===== src/rtl/mem_write_checker_table.sv =====
// Expected-store register file: one synchronous write port, one combinational
// read port. No reset; the checker tracks valid entries with its load pointer.
module memchk_table #(
    parameter int ADDR_W = 32,
    parameter int DATA_W = 32,
    parameter int DEPTH  = 8,
    parameter int IDX_W  = 3
) (
    input  logic                     clk,
    input  logic                     we,
    input  logic [IDX_W-1:0]         wrIdx,
    input  logic [ADDR_W+DATA_W-1:0] wrEntry,
    input  logic [IDX_W-1:0]         rdIdx,
    output logic [ADDR_W+DATA_W-1:0] rdEntry
);
    logic [DEPTH-1:0][ADDR_W+DATA_W-1:0] mem;

    always_ff @(posedge clk) begin
        if (we) mem[wrIdx] <= wrEntry;
    end

    assign rdEntry = mem[rdIdx];

endmodule


===== config.mk =====
export PLATFORM = sky130hd
export DESIGN_NAME = memchk_table
export DESIGN_NICKNAME = d
export VERILOG_FILES = /design/src/rtl/mem_write_checker_table.sv
export SDC_FILE = /design/constraint.sdc
export NUM_CORES = 1
export LEC_CHECK = 0
export BUFFER_PORTS_ARGS = -buffer_cell sky130_fd_sc_hd__buf_4
export CORE_UTILIZATION = 52
export CTS_BUF_LIST = sky130_fd_sc_hd__clkbuf_4 sky130_fd_sc_hd__clkbuf_8
export DETAILED_ROUTE_END_ITERATION = 8
export GPL_TIMING_DRIVEN = 1
export HOLD_SLACK_MARGIN = 0.08
export PLACE_DENSITY = 0.68
export SLEW_MARGIN = 30
export SYNTH_ARGS = -nofsm -noshare
export SYNTH_HDL_FRONTEND = slang
export SYNTH_SLANG_ARGS = --single-unit

===== constraint.sdc =====
create_clock -name clk -period 9.1 [get_ports clk]
set_input_delay 1.82 -clock clk [delete_from_list [all_inputs] [get_ports clk]]
set_output_delay 1.82 -clock clk [all_outputs]
set_load 0.03 [all_outputs]

* Word-level counts from Yosys, hierarchy flattened
Index checks and enable logic that the tools add are counted.
W data, S select, Z words.
** Operators by class
- Order comparisons :: 3
- Reductions and logical operators :: 1
- Muxes and demuxes :: 5
** Operators by type and width (count)
- $bwmux W512 :: 1
- $bmux W64 S3 :: 1
- $demux W64 S3 :: 1
- $mux W64 :: 2
- $lt A3 B4 Y1 const B :: 2
- $ge A3 B1 Y1 const B :: 1
- $logic_and A1 B1 Y1 :: 1
** Storage, ports and cells
- Input bits :: 72
- Flip-flop bits (word level) :: 512
- Output and inout bits :: 64
- Word-level logic and storage cells :: 17

* Longest topological paths before layout
Gate-level depths: netlist (run 1).
- Depth in word-level cells :: 5
- Gate-level depth with buffers :: 4
- Depth with buffers taken out :: 2

* Worst setup path before layout (run 1)
Ideal clock, no wire load.
- Path type :: input -> register
- Start :: input wrIdx[1]
- End :: register mem[0] (netlist name), enable pin
- Setup slack :: 2.184 ns
- Stages :: 2
- Arrival :: 6.350 ns
- Data required time :: 8.535 ns
- Path buffers :: 0
- Setup time :: 0.565 ns
- Cell sequence :: nand2b_1 > nor3_1
** RTL lines
- start, declared :: line 11 : input logic [IDX_W-1:0] wrIdx,
- end signal, assigned by index :: line 19 : if (we) mem[wrIdx] <= wrEntry;
- end, declared :: line 16 : logic [DEPTH-1:0][ADDR_W+DATA_W-1:0] mem;

* Final worst setup path (run 1)
- Start :: input rdIdx[0]
- End :: output rdEntry[53]
** Between the ends
- Word-level cells in the longest chain between the ends :: 2
** RTL lines
- start, declared :: line 13 : input logic [IDX_W-1:0] rdIdx,
- $bmux W64 S3 :: line 22 : assign rdEntry = mem[rdIdx];
- $mux W64 (not written as such) :: line 22
- end, declared :: line 14 : output logic [ADDR_W+DATA_W-1:0] rdEntry
Every way passes these cells. The select of a mux whose other input is x is not followed.

==> impl_metrics.py, run 1 <==
metrics = {
    "floorplanning": {
        "fp.dieH_um": 194,
        "num_rows": 70,
        "dieWidth_um": 194,
        "die-area_mm2": 0.0378,
        "initial_utilization": 0.528,
        "design.core.area_mm2": 0.0365,
        "io_pins": 136,
    },
    "setup_path": {
        "crit_fanout": 71,
        "crit_top_cell": "buf_4",
        "criticalPathCategory": "in -> out",
        "worstPathCellList": "buf_8, buf_4, mux4_2, mux2_2, buf_4",
        "endpoint_kind": "output pin",
        "critical-path-top-delay-family": "buffers and inverters",
        "critPathRequiredTime_ns": 7.28,
        "arrival_ns": 4.23,
        "cpMaxStageDelayCell": "buf_4",
        "max_stage_delay_ns": 0.67,
        "start_kind": "input port",
        "path_buf_inv": 3,
    },
    "timing": {
        "setup_viol": 0,
        "worst_slew_pin_slew_ns": 0.872,
        "slew_headroom": 0.417,
        "rsz0062_at_grt": "false",
        "slew_viol_final": 0,
        "min_period_ns": 6.05,
        "period_share": 0.665,
        "fmax_mhz": 165,
        "tns_ns": 0,
        "hold_violations": 0,
        "fin_ws_ns": 3.05,
        "hold_slack_ns": 1.46,
    },
    "clocking": {
        "cts_resized": 0,
        "cts_buffers": 81,
        "cts_tree": "built",
        "cts-hold-fix-buffers": 0,
        "clockBufferDepth": 3,
        "ctsHtreeMaxLevel": 3,
        "root_buffer": "clkbuf_8",
        "postCtsSetupBuffers": 0,
        "clk_pin_slew_ns": 0.06,
        "cts.sinks": 512,
    },
    "yosys": {
        "netlist_instances": 752,
        "avgSynthCellArea_um2": 25.6,
        "synth_seq_area_share": 0.798,
        "yosysWarnings": 0,
        "synth_seq_cells": 512,
        "syn_nets": 824,
        "ys_types": 12,
        "syn_area_mm2": 0.0193,
    },
    "cells_and_area": {
        "final_common_cell": "edfxtp_1",
        "ff_latch_area_mm2": 0.0154,
        "nets": 1022,
        "largest-register": "mem",
        "final_cell_mix": "edfxtp_1, buf_4, mux4_2",
        "fill_cells": 2557,
        "largest_register_ffs": 512,
        "area_delta_synth_final_pct": 15.9,
        "reg.largest.list": "mem x512",
        "drive_gt1_frac": 0.469,
        "multi_input_area_mm2": 0.00372,
        "final_core_util": 0.611,
    },
    "pwr": {
        "p_leak_nw": 7.27,
        "total_power_w": 0.00486,
        "power.density_mw_per_mm2": 218,
        "ir_drop_mv": 0.117,
    },
    "worst_hold_path": {
        "worst_hold_startpoint": "wrEntry[59]",
        "min_to": "mem[59]",
        "min_path_type": "in -> reg",
        "hold_depth": 1,
    },
    "grt": {
        "grt_max_degree": 72,
        "grt_pass1_wl_mm": 54.3,
        "grt-ovfl-total": 0,
        "use_met3": 0.0508,
        "grt_pass1_vias": 9064,
        "track_usage": 0.195,
        "antenna_found_initial": 1,
        "met1_usage": 0.264,
        "grt_most_used_layer": "met2",
        "met2_usage": 0.314,
    },
    "routing": {
        "drc_errors": 0,
        "post_drt_wl_per_cell_um": 24.3,
        "drt_iter0_markers": 482,
        "vias": 8420,
        "vias_per_cell": 5.72,
        "ant_nets": 0,
        "wl_mm": 35.8,
        "drtPass1Iterations": 4,
    },
    "status": {
        "outcome": "complete, no violations",
    },
    "place": {
        "place_ws_ns": 2.91,
        "place_hpwl_mm": 18.4,
        "io_buffers": 135,
        "gp_congestion": 0.679,
    },
    "job": {
        "max-cap-violations": 0,
    },
}
-- cell usage after synthesis --
| cell | n | share of area |
|---|---|---|
| buf_1 | 10 | 0.0019 |
| buf_2 | 3 | 0.00078 |
| buf_4 | 3 | 0.0012 |
| buf_6 | 11 | 0.0064 |
| clkbuf_1 | 8 | 0.0016 |
| edfxtp_1 | 512 | 0.80 |
| mux2_2 | 64 | 0.037 |
| mux4_2 | 128 | 0.15 |
| nand2_1 | 2 | 0.00039 |
| nand2b_1 | 3 | 0.00097 |
| nor2_1 | 6 | 0.0012 |
| nor3_1 | 2 | 0.00052 |
-- metal layers --
metal,up-vias,part of all wire
li1,3657,-
met1,4492,0.43
met2,218,0.49
met3,51,0.061
met4,2,0.013
met5,-,0.00034
-- power breakdown --
part	internal (W)	leakage, nW	total [W]	switching [W]
registers	0.00268	4.65	0.00269	0.0000155
clock network	0.00100	0.794	0.00181	0.000811
logic	0.000158	1.82	0.000360	0.000202
total	0.00384	7.27	0.00486	0.00103
-- cell type report --
class                   instances  share of cell area
flip-flops and latches        512               0.689
multi-input cells             205               0.167
clock buffers                 114              0.0622
repair buffers                150              0.0510
well taps                     468              0.0262
clock inverters                21             0.00521
diodes                          1            0.000112
-- per-stage QoR --
stage | std cells | cell area (µm²)
2_1_floorplan | 752 | 19300
3_3_place_gp | 1335 | 20800
3_5_place_dp | 1335 | 20800
4_1_cts | 1470 | 22300
5_1_grt | 1470 | 22300
6_report | 1471 | 22300
-- cell families after synthesis --
family / count (synthesis) / synth area share
DFF: 512 / 0.798
and+or+nand+nor: 13 / 0.00305
buffers and inverters: 35 / 0.0119
muxes: 192 / 0.187
-- worst max path at each step --
stage / startpoint / end / cells past startpoint
after floorplan: wrIdx[1] / mem[0] / 2
after global placement: rdIdx[0] / rdEntry[51] / 5
after detailed placement: rdIdx[0] / rdEntry[53] / 5
after CTS: rdIdx[0] / rdEntry[53] / 5
after global routing: rdIdx[0] / rdEntry[53] / 5
final: rdIdx[0] / rdEntry[53] / 5
(Power assumes the default switching activity.)
==> run 2, diff against run 1 <==
==> constraint.sdc (replaced) <==
create_clock -name clk -period 5.78 [get_ports clk]
set_input_delay 1.156 -clock clk [delete_from_list [all_inputs] [get_ports clk]]
set_output_delay 1.156 -clock clk [all_outputs]
set_load 0.03 [all_outputs]
==> run 2 against run 1 <==
Compared with the run above: combinational power up 62%; flip-flop and latch count unchanged; cell area increased by 1.4%; clock power up 61%; largest power group unchanged; highest routed layer is now met4; sequential share of layout area shrank 0.93 points; critical path type unchanged.
==> impl_metrics.py, run 2 (same netlist as run 1, synthesis figures left out) <==
metrics = {
    "status": {
        "outcome": "complete, no violations",
    },
    "grt": {
        "track_usage": 0.200,
        "grt-ovfl-total": 0,
        "met1_usage": 0.283,
        "use_met3": 0.0463,
        "grt_max_degree": 53,
        "grt_pass1_vias": 9297,
        "grt_pass1_wl_mm": 55.5,
        "antenna_found_initial": 1,
        "met2_usage": 0.313,
        "grt_most_used_layer": "met2",
    },
    "timing": {
        "slew_headroom": 0.498,
        "tns_ns": 0,
        "slew_viol_final": 0,
        "fmax_mhz": 234,
        "setup_viol": 0,
        "worst_slew_pin_slew_ns": 0.753,
        "hold_violations": 0,
        "period_share": 0.741,
        "min_period_ns": 4.28,
        "rsz0062_at_grt": "false",
    },
    "worst_hold_path": {
        "min_path_type": "in -> reg",
    },
    "cells_and_area": {
        "largest-register": "mem",
        "fill_cells": 2530,
        "area_delta_synth_final_pct": 17.4,
        "final_core_util": 0.619,
        "final_common_cell": "edfxtp_1",
        "largest_register_ffs": 512,
        "final_cell_mix": "edfxtp_1, buf_4, mux4_2",
        "drive_gt1_frac": 0.472,
        "reg.largest.list": "mem x512",
        "nets": 1036,
    },
    "setup_path": {
        "arrival_ns": 3.13,
        "max_stage_delay_ns": 0.56,
        "worstPathCellList": "clkbuf_8, buf_12, mux4_2, mux2_2, buf_4",
        "criticalPathCategory": "in -> out",
        "crit_fanout": 49,
        "endpoint_kind": "output pin",
        "critPathRequiredTime_ns": 4.62,
        "critical-path-top-delay-family": "buffers and inverters",
        "start_kind": "input port",
        "path_buf_inv": 3,
        "cpMaxStageDelayCell": "mux4_2",
    },
    "pwr": {
        "ir_drop_mv": 0.184,
        "p_leak_nw": 7.38,
        "power.density_mw_per_mm2": 342,
    },
    "job": {
        "max-cap-violations": 0,
    },
    "clocking": {
        "ctsHtreeMaxLevel": 3,
        "cts_resized": 0,
        "cts_buffers": 84,
        "clk_pin_slew_ns": 0.06,
        "cts.sinks": 512,
        "root_buffer": "clkbuf_8",
        "postCtsSetupBuffers": 0,
        "cts-hold-fix-buffers": 0,
        "clockBufferDepth": 3,
        "cts_tree": "built",
    },
    "routing": {
        "ant_nets": 0,
        "post_drt_wl_per_cell_um": 24.4,
        "wl_mm": 36.4,
        "drt_iter0_markers": 548,
        "drc_errors": 0,
        "drtPass1Iterations": 4,
        "vias_per_cell": 5.73,
        "vias": 8565,
    },
    "place": {
        "place_hpwl_mm": 19.5,
        "io_buffers": 135,
        "gp_congestion": 0.682,
    },
    "floorplanning": {
        "fp.dieH_um": 194,
        "design.core.area_mm2": 0.0365,
        "dieWidth_um": 194,
        "initial_utilization": 0.528,
        "io_pins": 136,
        "num_rows": 70,
        "die-area_mm2": 0.0378,
    },
}
## run 2: metrics by stage
step	hold WS, ns	total power, W	cell area [µm²]	setup WS (ns)	instances
after floorplan	1.25	0.00467	19300	1.25	752
after global placement	1.39	0.00489	20900	1.43	1341
after detailed placement	1.39	0.00491	21100	1.44	1346
after CTS	0.717	0.00783	22600	1.44	1493
after global routing	0.741	0.00800	22600	1.34	1493
final	0.763	0.00774	22600	1.50	1494
## run 2: final timing paths
| check | cells past startpoint | startpoint | slack (ns) | endpoint |
|---|---|---|---|---|
| hold / removal | 1 | wrEntry[1] | 0.76 | mem[1] |
| setup / recovery | 5 | rdIdx[0] | 1.50 | rdEntry[36] |
## run 2: report_power, final
group | internal, W | total (W) | switching [W]
registers | 0.00421 | 0.00424 | 0.0000240
clock network | 0.00157 | 0.00292 | 0.00135
logic | 0.000259 | 0.000582 | 0.000323
## run 2: layout make-up
| class | count | area [µm²] | share of cell area |
|---|---|---|---|
| Antenna cell | 1 | 2.50 | 0.000111 |
| Clock buffer | 110 | 1360 | 0.0600 |
| Clock inverter | 37 | 198 | 0.00874 |
| Multi-Input combinational cell | 205 | 3730 | 0.165 |
| Sequential cell | 512 | 15400 | 0.680 |
| Tap cell | 468 | 586 | 0.0259 |
| Timing Repair Buffer | 161 | 1380 | 0.0609 |
## run 2: per-layer routing
metal | up-vias | wire length [µm] | part of all wire
met5 | - | 0 | 0
met4 | 0 | 594 | 0.016
met3 | 47 | 2300 | 0.063
met2 | 241 | 17600 | 0.48
li1 | 3696 | - | -
met1 | 4581 | 16000 | 0.44
